<file path="src/rtl/mul_div_unit_if.sv">
// ---------------------------------------------------------------------------
// mul_div_unit_if : request/response bundle between the control unit and
//                   the iterative multiply/divide unit.
// Revision 1.0
// ---------------------------------------------------------------------------
`default_nettype none

interface mul_div_unit_if #(
    parameter int WIDTH = 32
);
    logic             start;
    logic             op_div;
    logic             op_signed;
    logic [WIDTH-1:0] a;
    logic [WIDTH-1:0] b;
    logic             busy;
    logic             done;
    logic [WIDTH-1:0] hi;
    logic [WIDTH-1:0] lo;
    logic             div_by_zero;

    modport master (
        output start, op_div, op_signed, a, b,
        input  busy, done, hi, lo, div_by_zero
    );

    modport slave (
        input  start, op_div, op_signed, a, b,
        output busy, done, hi, lo, div_by_zero
    );
endinterface

`default_nettype wire

</file>
<file path="src/rtl/mul_div_unit.sv">
// ---------------------------------------------------------------------------
// mul_div_unit : iterative radix-2 Booth multiply / restoring divide, one bit
//                per clock. Divide support built only with MUL_DIV_UNIT_DIV_EN.
// Revision 1.0
// ---------------------------------------------------------------------------
`default_nettype none

module mul_div_unit #(
    parameter int WIDTH = 32,
    parameter int CNT_W = $clog2(WIDTH) + 1
) (
    input  logic           clock,
    input  logic           clear,
    mul_div_unit_if.slave  bus
);

    localparam logic [2:0] IDLE  = 3'd0;
    localparam logic [2:0] LOAD  = 3'd1;
    localparam logic [2:0] ITER  = 3'd2;
    localparam logic [2:0] FIXUP = 3'd3;
    localparam logic [2:0] DONE  = 3'd4;

    logic [2:0]       state;
    logic [CNT_W-1:0] count;
    logic [WIDTH-1:0] a_reg;
    logic [WIDTH-1:0] b_reg;
    logic [WIDTH-1:0] mq;
    logic [WIDTH:0]   acc;
    logic             q_1;
    logic             op_div_r;
    logic             op_signed_r;
    logic [WIDTH-1:0] hi_r;
    logic [WIDTH-1:0] lo_r;
    logic             dbz_r;

    logic [WIDTH:0]   mcand;
    logic [WIDTH:0]   booth_sum;
    logic [WIDTH-1:0] mul_hi;

    assign mcand = {op_signed_r & a_reg[WIDTH-1], a_reg};

    always_comb begin
        booth_sum = acc;
        case ({mq[0], q_1})
            2'b01:   booth_sum = acc + mcand;
            2'b10:   booth_sum = acc - mcand;
            default: booth_sum = acc;
        endcase
    end

    // Booth treats the multiplier as signed; an unsigned multiplier with its
    // MSB set therefore lacks a*2^WIDTH, restored here in the fixup cycle.
    assign mul_hi = acc[WIDTH-1:0]
                  + ((!op_signed_r && b_reg[WIDTH-1]) ? a_reg : '0);

`ifdef MUL_DIV_UNIT_DIV_EN
    logic             neg_q;
    logic             neg_r;
    logic [WIDTH:0]   div_shift;
    logic [WIDTH:0]   div_sub;
    logic             div_ge;

    assign div_shift = {acc[WIDTH-1:0], mq[WIDTH-1]};
    assign div_sub   = div_shift - {1'b0, b_reg};
    assign div_ge    = (div_shift >= {1'b0, b_reg});
`endif

    always_ff @(posedge clock) begin
        if (!clear) begin
            state       <= IDLE;
            count       <= '0;
            a_reg       <= '0;
            b_reg       <= '0;
            mq          <= '0;
            acc         <= '0;
            q_1         <= 1'b0;
            op_div_r    <= 1'b0;
            op_signed_r <= 1'b0;
            hi_r        <= '0;
            lo_r        <= '0;
            dbz_r       <= 1'b0;
`ifdef MUL_DIV_UNIT_DIV_EN
            neg_q       <= 1'b0;
            neg_r       <= 1'b0;
`endif
        end else begin
            case (state)
                IDLE: begin
                    if (bus.start) begin
                        a_reg       <= bus.a;
                        b_reg       <= bus.b;
                        op_div_r    <= bus.op_div;
                        op_signed_r <= bus.op_signed;
                        dbz_r       <= 1'b0;
                        state       <= LOAD;
                    end
                end

                LOAD: begin
`ifdef MUL_DIV_UNIT_DIV_EN
                    if (op_div_r) begin
                        if (b_reg == '0) begin
                            hi_r  <= a_reg;
                            lo_r  <= '1;
                            dbz_r <= 1'b1;
                            state <= DONE;
                        end else begin
                            neg_q <= op_signed_r & (a_reg[WIDTH-1] ^ b_reg[WIDTH-1]);
                            neg_r <= op_signed_r & a_reg[WIDTH-1];
                            mq    <= (op_signed_r && a_reg[WIDTH-1]) ? -a_reg : a_reg;
                            b_reg <= (op_signed_r && b_reg[WIDTH-1]) ? -b_reg : b_reg;
                            acc   <= '0;
                            count <= CNT_W'(WIDTH);
                            state <= ITER;
                        end
                    end else begin
`else
                    if (op_div_r) begin
                        hi_r  <= '0;
                        lo_r  <= '0;
                        dbz_r <= 1'b1;
                        state <= DONE;
                    end else begin
`endif
                        acc   <= '0;
                        mq    <= b_reg;
                        q_1   <= 1'b0;
                        count <= CNT_W'(WIDTH);
                        state <= ITER;
                    end
                end

                ITER: begin
                    count <= count - CNT_W'(1);
                    if (count == CNT_W'(1)) begin
                        state <= FIXUP;
                    end
`ifdef MUL_DIV_UNIT_DIV_EN
                    if (op_div_r) begin
                        if (div_ge) begin
                            acc <= div_sub;
                            mq  <= {mq[WIDTH-2:0], 1'b1};
                        end else begin
                            acc <= div_shift;
                            mq  <= {mq[WIDTH-2:0], 1'b0};
                        end
                    end else begin
`else
                    begin
`endif
                        acc <= {booth_sum[WIDTH], booth_sum[WIDTH:1]};
                        mq  <= {booth_sum[0], mq[WIDTH-1:1]};
                        q_1 <= mq[0];
                    end
                end

                FIXUP: begin
`ifdef MUL_DIV_UNIT_DIV_EN
                    if (op_div_r) begin
                        lo_r <= neg_q ? -mq : mq;
                        hi_r <= neg_r ? -acc[WIDTH-1:0] : acc[WIDTH-1:0];
                    end else begin
`else
                    begin
`endif
                        hi_r <= mul_hi;
                        lo_r <= mq;
                    end
                    state <= DONE;
                end

                DONE: begin
                    state <= IDLE;
                end

                default: begin
                    state <= IDLE;
                end
            endcase
        end
    end

    assign bus.busy        = (state == LOAD) || (state == ITER) || (state == FIXUP);
    assign bus.done        = (state == DONE);
    assign bus.hi          = hi_r;
    assign bus.lo          = lo_r;
    assign bus.div_by_zero = dbz_r;

endmodule

`default_nettype wire
</file>
<file path="src/flat_wrapper.sv">
// flat-port wrapper written by rule: the top's interface ports become plain ports
module mul_div_unit_flat 
#(
    parameter int WIDTH = 32,
    parameter int CNT_W = $clog2(WIDTH) + 1
)
  (clock, clear, bus_start, bus_op_div, bus_op_signed, bus_a, bus_b, bus_busy, bus_done, bus_hi, bus_lo, bus_div_by_zero);
  mul_div_unit_if #(.WIDTH(WIDTH)) bus_i ();
  input  logic clock;
  input  logic clear;
  input wire logic [$bits(bus_i.start)-1:0] bus_start;
  input wire logic [$bits(bus_i.op_div)-1:0] bus_op_div;
  input wire logic [$bits(bus_i.op_signed)-1:0] bus_op_signed;
  input wire logic [$bits(bus_i.a)-1:0] bus_a;
  input wire logic [$bits(bus_i.b)-1:0] bus_b;
  output wire logic [$bits(bus_i.busy)-1:0] bus_busy;
  output wire logic [$bits(bus_i.done)-1:0] bus_done;
  output wire logic [$bits(bus_i.hi)-1:0] bus_hi;
  output wire logic [$bits(bus_i.lo)-1:0] bus_lo;
  output wire logic [$bits(bus_i.div_by_zero)-1:0] bus_div_by_zero;
  assign bus_i.start = bus_start;
  assign bus_i.op_div = bus_op_div;
  assign bus_i.op_signed = bus_op_signed;
  assign bus_i.a = bus_a;
  assign bus_i.b = bus_b;
  assign bus_busy = bus_i.busy;
  assign bus_done = bus_i.done;
  assign bus_hi = bus_i.hi;
  assign bus_lo = bus_i.lo;
  assign bus_div_by_zero = bus_i.div_by_zero;
  mul_div_unit #(.WIDTH(WIDTH), .CNT_W(CNT_W)) u_core (.clock(clock), .clear(clear), .bus(bus_i));
endmodule
</file>
<file path="config.mk">
export PLATFORM = sky130hd
export DESIGN_NAME = mul_div_unit_flat
export DESIGN_NICKNAME = d
export VERILOG_FILES = /design/src/rtl/mul_div_unit_if.sv /design/src/rtl/mul_div_unit.sv /design/src/flat_wrapper.sv
export SDC_FILE = /design/constraint.sdc
export NUM_CORES = 1
export LEC_CHECK = 0
export ABC_AREA = 1
export BUFFER_PORTS_ARGS = -buffer_cell sky130_fd_sc_hd__buf_2
export CAP_MARGIN = 20
export CORE_MARGIN = 2
export CORE_UTILIZATION = 45
export CTS_CLUSTER_DIAMETER = 100
export DETAILED_ROUTE_END_ITERATION = 12
export GPL_ROUTABILITY_DRIVEN = 0
export GPL_TIMING_DRIVEN = 0
export MAX_ROUTING_LAYER = met4
export PLACE_DENSITY = 0.67
export SLEW_MARGIN = 20
export SYNTH_ARGS = -nofsm -noshare
export SYNTH_HDL_FRONTEND = slang
export SYNTH_SLANG_ARGS = --single-unit
</file>
<file path="constraint.sdc">
create_clock -name clock -period 3.09 [get_ports clock]
set_clock_uncertainty 0.1 [all_clocks]
set_input_delay 0 -clock clock [delete_from_list [all_inputs] [get_ports clock]]
set_output_delay 0 -clock clock [all_outputs]
set_load 0.02 [all_outputs]
</file>
==> results of run 1 <==
-- power by group through the flow --
stage | Clock [mW] | Combinational, mW | Sequential, mW
2_1_floorplan | 0 | 3.57 | 3.45
3_5_place_dp | 0 | 4.83 | 3.61
3_3_place_gp | 0 | 4.73 | 3.60
4_1_cts | 3.14 | 5.11 | 3.57
6_report | 3.12 | 5.81 | 3.63
5_1_grt | 3.26 | 6.42 | 3.67
-- cells by family (layout without fill, tap and decap cells) --
logic type | after synthesis | after routing | share of synthesized area
buf+inv | 393 | 657 | 0.116
compound gates | 447 | 447 | 0.177
fa+ha+maj | 69 | 69 | 0.0652
simple gates | 1053 | 1053 | 0.319
flops | 205 | 205 | 0.304
xor+xnor | 30 | 30 | 0.0195
-- worst min-delay path, stage by stage --
cell           delay (ns)
dlygate4sd3_1        0.52
buf_2                0.10
o21ai_0              0.07
a21oi_1              0.10
-- routing by layer --
layer  routed length [µm]  vias to the layer above
li1                     -                     7500
met1                19500                     6895
met2                21100                      606
met3                 3450                      113
met4                 1800                        0
met5                    0                        -
-- final timing paths --
check / to / slack [ns] / start
worst max register to register: u_core.acc[31] / 0.05 / u_core.a_reg[0]
worst min-delay path: u_core.b_reg[26] / 0.19 / bus_b[26]
worst max-delay path: u_core.acc[31] / 0.05 / u_core.a_reg[0]
worst min register to register: u_core.b_reg[5] / 0.34 / u_core.b_reg[5]
-- metrics by stage --
stage / instance area (µm²) / setup slack [ns] / std cells / hold slack [ns] / util
floorplan: 13500 / 0.355 / 2197 / 0.0910 / -
global placement: 14600 / -0.421 / 2722 / 0.179 / 0.495
detailed placement: 14600 / -0.453 / 2722 / 0.186 / 0.495
CTS: 16400 / -0.00752 / 2837 / 0.164 / 0.554
global route: 17000 / -0.121 / 2851 / 0.199 / 0.577
finish: 17000 / 0.0483 / 2851 / 0.187 / 0.577
-- cell type report --
| cell class | count | area, µm² |
|---|---|---|
| Tap cell | 390 | 488 |
| Sequential cell | 205 | 4110 |
| Inverter | 310 | 1170 |
| Timing Repair Buffer | 222 | 1510 |
| Clock buffer | 29 | 648 |
| Fill cell | 2882 | 12500 |
| Buffer | 83 | 409 |
| Multi-Input combinational cell | 1599 | 8490 |
| Clock inverter | 13 | 214 |
-- cells in the mapped netlist, drive strengths merged --
cell    number
o22ai        2
clkinv       1
o21ba        3
o21a         5
nor2       171
clkbuf      43
nand2      708
nor4         4
ha          67
xnor2        1
inv        309
o21ai      159
nand3b      17
nor3        19
o21bai       7
a32oi        1
dfxtp      205
a21o         6
buf         40
nand4       14
a31oi       41
a21oi      216
and2         4
xor2        29
or2         18
fa           2
nand3       98
a21boi       7
-- repair_timing --
action                                 4_1_cts  5_1_grt
setup endpoints to repair                   25       44
buffers inserted                             5       14
pin swaps                                    8       48
endpoints found under the hold margin       84        0
hold buffers                                68        0
resized for setup                           41      160
==> summary.txt, run 1 <==
Timing
  • Max-slew violations: 0
  • RSZ-0062 raised after global routing: true
  • Final Cycle Share: 0.984
  • Setup violations, final: 0
  • Slew margin rel.: 0.469
  • Worst Tran Pin Value: 0.797 ns
  • Post-Route Setup TNS: 0 ns
  • Fin crit period: 3.04 ns
  • Max Clk Rate: 329 MHz
  • Final Hold Fails: 0

Yosys
  • Yosys warning count: 0
  • Synth cell types: 41
  • Cell Area, Synth: 13,500 µm²
  • Sequential area share after synthesis: 0.304
  • #FFs+latches synth: 205
  • Top cell type's share of synthesized area: 0.304
  • Post-Synthesis Cells: 2,197
  • Synth area leaders: dfxtp_1 (30%), nand2_1 (20%), inv_1 (8.5%), a21oi_1 (7.9%), ha_1 (6.2%)
  • Yosys top cell by area: dfxtp_1
  • Syn Area/Cell: 6.14 µm²
  • Synth Net Count: 2,335

Clock network
  • Bufs on Longest Clock Path: 3
  • Worst-path clk slew: 0.06 ns
  • Sink Count: 205
  • CTS root buf: clkbuf_16
  • H-tree depth: 1
  • Number of CTS-inserted buffers: 23
  • Clk_lat worst skew: 0.54 ns
  • CTS tree: done

Global routing
  • Largest net degree at the start of global routing: 15
  • GRT busiest layer: met2
  • Antenna violations before repair: 0
  • GRT Util Overall: 0.290
  • Global route overflow: 0
  • M1 GR Usage: 0.360
  • Met2 Use GR: 0.479
  • Vias in the first global route: 14,100
  • First-pass GRT wire length: 70,400 µm
  • GR Layer Usage met3: 0.0432

Critical path
  • Max stage delay cell, worst path: dfxtp_2
  • Cell family with most CP delay: simple AND/OR/NAND/NOR gates
  • Critical path peak fanout: 4
  • CP Capture Type: flip-flop
  • WP buf/inv: 4
  • CP arrival: 3.41 ns
  • Most numerous cell on the critical path: nand2_1
  • Setup CP Type: reg2reg
  • Startpoint types: flip-flop
  • FF-to-FF path depth: 24
  • Cell Chain, Critical Path: inv_4 -> nand3_4 -> nor2_4 -> nand2_4 -> inv_2 -> nand3b_1 -> nor2_4 -> nor2_4 -> a21oi_4 -> buf_4 -> nand2_1 -> nand2_1 -> nand2_2 -> ha_4 -> nand2_2 -> nor2_4 -> nand2_1 -> nand2_2 -> inv_1 -> nand2_1 -> a21oi_2 -> nand2_1 -> nand3_2 -> a21oi_2
  • Worst path required time: 3.46 ns
  • Crit path largest cell delay: 0.33 ns
  • Critical Path Stages: 24

Cells and area
  • Area Overhead vs Synth: 26.5%
  • Final #Nets: 2,582
  • Share of cells above drive strength 1: 0.170
  • Most frequent cells in the layout: nand2_1 (675), inv_1 (295), dfxtp_1 (198)
  • Commonest non-fill, non-tap cell in the layout: nand2_1
  • # diodes: 0

Run status
  • Status: completed

Detailed routing
  • Final WL: 45,800 µm
  • # DRC: 0
  • 1st-pass router iterations: 6
  • Via-per-instance ratio: 5.30
  • Post-route antenna net violation count: 0
  • DR WL/cell: 16.1 µm
  • Initial DRC Count: 1,422
  • Via count: 15,100

Job
  • Max-Cap Viols: 0

Placement
  • HPWL Detailed: 34,600 µm
  • IO buf count: 135

Power
  • Part of the power in the clock network: 0.249
  • Leak pwr: 8.20 nW
  • Share of power burned in registers: 0.289
  • VDD IR max: 0.573 mV
  • Pint: 7.16 mW
  • Switching Fraction: 0.430
  • Power Total: 12.6 mW
  • Switching pwr: 5.40 mW
  • Combinational share of power: 0.463
  • Pwr Density: 737 nW/µm²

Die
  • Die area: 31,400 µm²
  • Core area: 29,600 µm²
  • Die X: 177 µm
  • Number of I/O pins: 136
  • Row cnt: 63
  • Die Y: 177 µm
  • Starting Density: 0.456

Min path
  • Hold Crit Class: in2reg
  • Worst Hold Path Cells: 4
Note: power is estimated with default switching activity, not from simulation.
==> run 2: changes to the inputs <==
--- a/config.mk
+++ b/config.mk
@@ -9,13 +9,13 @@
 export BUFFER_PORTS_ARGS = -buffer_cell sky130_fd_sc_hd__buf_2
 export CAP_MARGIN = 20
 export CORE_MARGIN = 2
-export CORE_UTILIZATION = 45
+export CORE_UTILIZATION = 35
 export CTS_CLUSTER_DIAMETER = 100
 export DETAILED_ROUTE_END_ITERATION = 12
 export GPL_ROUTABILITY_DRIVEN = 0
 export GPL_TIMING_DRIVEN = 0
 export MAX_ROUTING_LAYER = met4
-export PLACE_DENSITY = 0.67
+export PLACE_DENSITY = 0.55
 export SLEW_MARGIN = 20
 export SYNTH_ARGS = -nofsm -noshare
 export SYNTH_HDL_FRONTEND = slang
==> run 2 against run 1 <==
Effect of this change: the run now ends with negative setup slack left; hold slack got worse by 0.029 ns; sequential power about the same; utilization decreased by 12 points; sequential share of layout area decreased by 0.26 points; wire length increased by 4.5%; via count decreased by 2.0%; critical path type unchanged.
==> summary.txt, run 2 (synthesis results as in run 1) <==
Critical path
  • CP arrival: 3.50 ns (+0.09 ns)
  • Setup CP Type: reg2reg
  • Critical path peak fanout: 4 (unchanged)
  • Worst path required time: 3.48 ns (+0.02 ns)
  • Critical Path Stages: 24 (unchanged)
  • R2r setup slk: -0.02 ns (-0.07 ns)
  • Cell family with most CP delay: simple AND/OR/NAND/NOR gates
  • Crit path largest cell delay: 0.33 ns (about the same)
  • Most numerous cell on the critical path: nand2_2
  • CP Capture Type: flip-flop
  • Cell Chain, Critical Path: inv_2 -> nand3_4 -> nor2_2 -> nand2_2 -> inv_2 -> nand3b_1 -> nor2_2 -> nor2_2 -> a21oi_2 -> buf_4 -> nand2_2 -> nand2_2 -> nand2_2 -> ha_4 -> nand2_4 -> nor2_4 -> nand2_4 -> inv_4 -> nand2_2 -> nand2_2 -> a21oi_2 -> nand2_1 -> nand3_2 -> a21oi_2
  • FF-to-FF path depth: 24 (unchanged)
  • Critical R2R Capture: u_core.acc[31]
  • Max stage delay cell, worst path: dfxtp_2
  • Worst Setup SP: u_core.a_reg[2]
  • WP buf/inv: 4 (unchanged)
  • Startpoint types: flip-flop
  • Worst reg2reg startpoint: u_core.a_reg[2]

Clock network
  • Sink Count: 205 (unchanged)
  • CTS tree: done
  • Worst-path clk slew: 0.07 ns (about the same)
  • Bufs on Longest Clock Path: 3 (unchanged)
  • CTS root buf: clkbuf_16
  • H-tree depth: 1 (unchanged)
  • Clk_lat worst skew: 0.56 ns (+0.02 ns)
  • Number of CTS-inserted buffers: 24 (+4.3%)

Power
  • VDD IR max: 0.410 mV (-29%)
  • Pwr Density: 722 nW/µm² (-2.0%)
  • Leak pwr: 8.20 nW (about the same)

Die
  • Number of I/O pins: 136 (unchanged)
  • Starting Density: 0.357 (-0.0990)
  • Die X: 200 µm (+13%)
  • Die area: 40,100 µm² (+28%)
  • Row cnt: 71 (+13%)
  • Die Y: 200 µm (+13%)
  • Core area: 37,800 µm² (+28%)

Global routing
  • First-pass GRT wire length: 75,200 µm (+6.8%)
  • Global route overflow: 0 (unchanged)
  • GRT Util Overall: 0.240 (-0.0502)
  • Antenna violations before repair: 1 (+1)
  • Vias in the first global route: 14,300 (+1.6%)
  • Largest net degree at the start of global routing: 14 (-1)

Cells and area
  • Area Overhead vs Synth: 27.8%
  • Most frequent cells in the layout: nand2_1 (661), inv_1 (291), dfxtp_1 (199)
  • Commonest non-fill, non-tap cell in the layout: nand2_1
  • Final #Nets: 2,584 (+0.077%)
  • Post-layout util: 0.456 (-0.120)
  • Share of cells above drive strength 1: 0.181 (+0.0110)
  • # diodes: 0 (unchanged)

Min path
  • WHS Endpoint: u_core.b_reg[24]
  • Worst Hold Path Cells: 4 (unchanged)
  • Hold Crit Class: in2reg
  • Min-delay src: bus_b[24]

Timing
  • Final Cycle Share: 1.01 (+0.0229)
  • Worst Tran Pin Value: 0.790 ns (-0.00644 ns)
  • WHS: 0.158 ns (-0.0291 ns)
  • Max-slew violations: 0 (unchanged)
  • Max Clk Rate: 321 MHz (-2.3%)
  • RSZ-0062 raised after global routing: true
  • Setup violations, final: 1 (+1)
  • Setup ws final: -0.0226 ns (-0.0709 ns)
  • Slew margin rel.: 0.473 (+0.00429)
  • Final Hold Fails: 0 (unchanged)
  • Fin crit period: 3.11 ns (+0.0709 ns)

Detailed routing
  • Initial DRC Count: 1,177 (-17%)
  • DR WL/cell: 16.1 µm (+0.25%)
  • Final WL: 47,900 µm (+4.5%)
  • Via count: 14,800 (-2.0%)
  • # DRC: 0 (unchanged)
  • Post-route antenna net violation count: 0 (unchanged)
  • Via-per-instance ratio: 4.99 (-6.0%)
  • 1st-pass router iterations: 5 (-1)

Job
  • Max-Cap Viols: 0 (unchanged)

Placement
  • HPWL Detailed: 37,700 µm (+8.9%)
  • IO buf count: 135 (unchanged)

Run status
  • Violated checks: negative setup slack
  • Status: complete, but fails checks
==> run 2: cell types whose count changed in the layout (fill, tap and decap cells not counted), moves of 4 or more <==
| cell | before | now |
|---|---|---|
| a21oi_2 | 21 | 29 |
| nor2_2 | 20 | 24 |
| a21oi_1 | 192 | 185 |
| nand2_2 | 29 | 41 |
| inv_2 | 11 | 15 |
| inv_1 | 295 | 291 |
| nand2_1 | 675 | 661 |
==> run 2: worst max-delay path by stage <==
stage	end	slack, ns
final	u_core.acc[31]	-0.02
after global placement	u_core.acc[14]	-0.47
after global routing	u_core.acc[31]	-0.18
after floorplan	u_core.acc[31]	0.36
after detailed placement	u_core.acc[26]	-0.54
after CTS	u_core.acc[31]	-0.004
==> run 2: report_power, final <==
group / internal (mW) / switching [mW]
registers: 3.11 / 0.509
clock network: 1.70 / 1.20
logic: 2.17 / 3.76
total: 6.98 / 5.47
==> run 2: final cells by class <==
class / instances / area [µm²]
multi-input combinational: 1599 / 8590
inverter: 310 / 1170
fill: 4034 / 20500
clock buffer: 32 / 671
sequential: 205 / 4110
tap: 511 / 639
clock inverter: 9 / 130
timing repair buffer: 223 / 1510
buffer: 83 / 412
==> run 2: tightest hold or removal path, cell delays in order <==
cell and delay [ns]:
dlygate4sd3_1 0.51, buf_2 0.09, o21ai_0 0.07, a21oi_1 0.10
==> run 2: stage by stage <==
stage	setup WS, ns	cells	cell area [µm²]	power, mW	TNS [ns]
after global routing	-0.180	2972	17200	13.3	-1.22
after CTS	-0.00446	2960	16500	11.7	-0.00446
after floorplan	0.355	2197	13500	7.02	0
after detailed placement	-0.538	2843	14800	8.52	-9.27
final	-0.0226	2972	17200	12.4	-0.0226
after global placement	-0.468	2843	14800	8.46	-7.81
==> run 2: what timing repair did <==
action	CTS	global route
endpoints found under the hold margin	84	0
hold buffers	68	0
endpoints found under the setup margin	28	46
buffers inserted	8	12
resized for setup	52	176
pin swaps	12	51
gates cloned	0	0
==> run 2: routing by layer <==
layer	up-vias	part of all wire	GRT usage
met5	-	0	-
met4	0	0.023	0.0493
met3	69	0.054	0.0312
met2	410	0.46	0.403
met1	6824	0.46	0.309
li1	7514	-	-
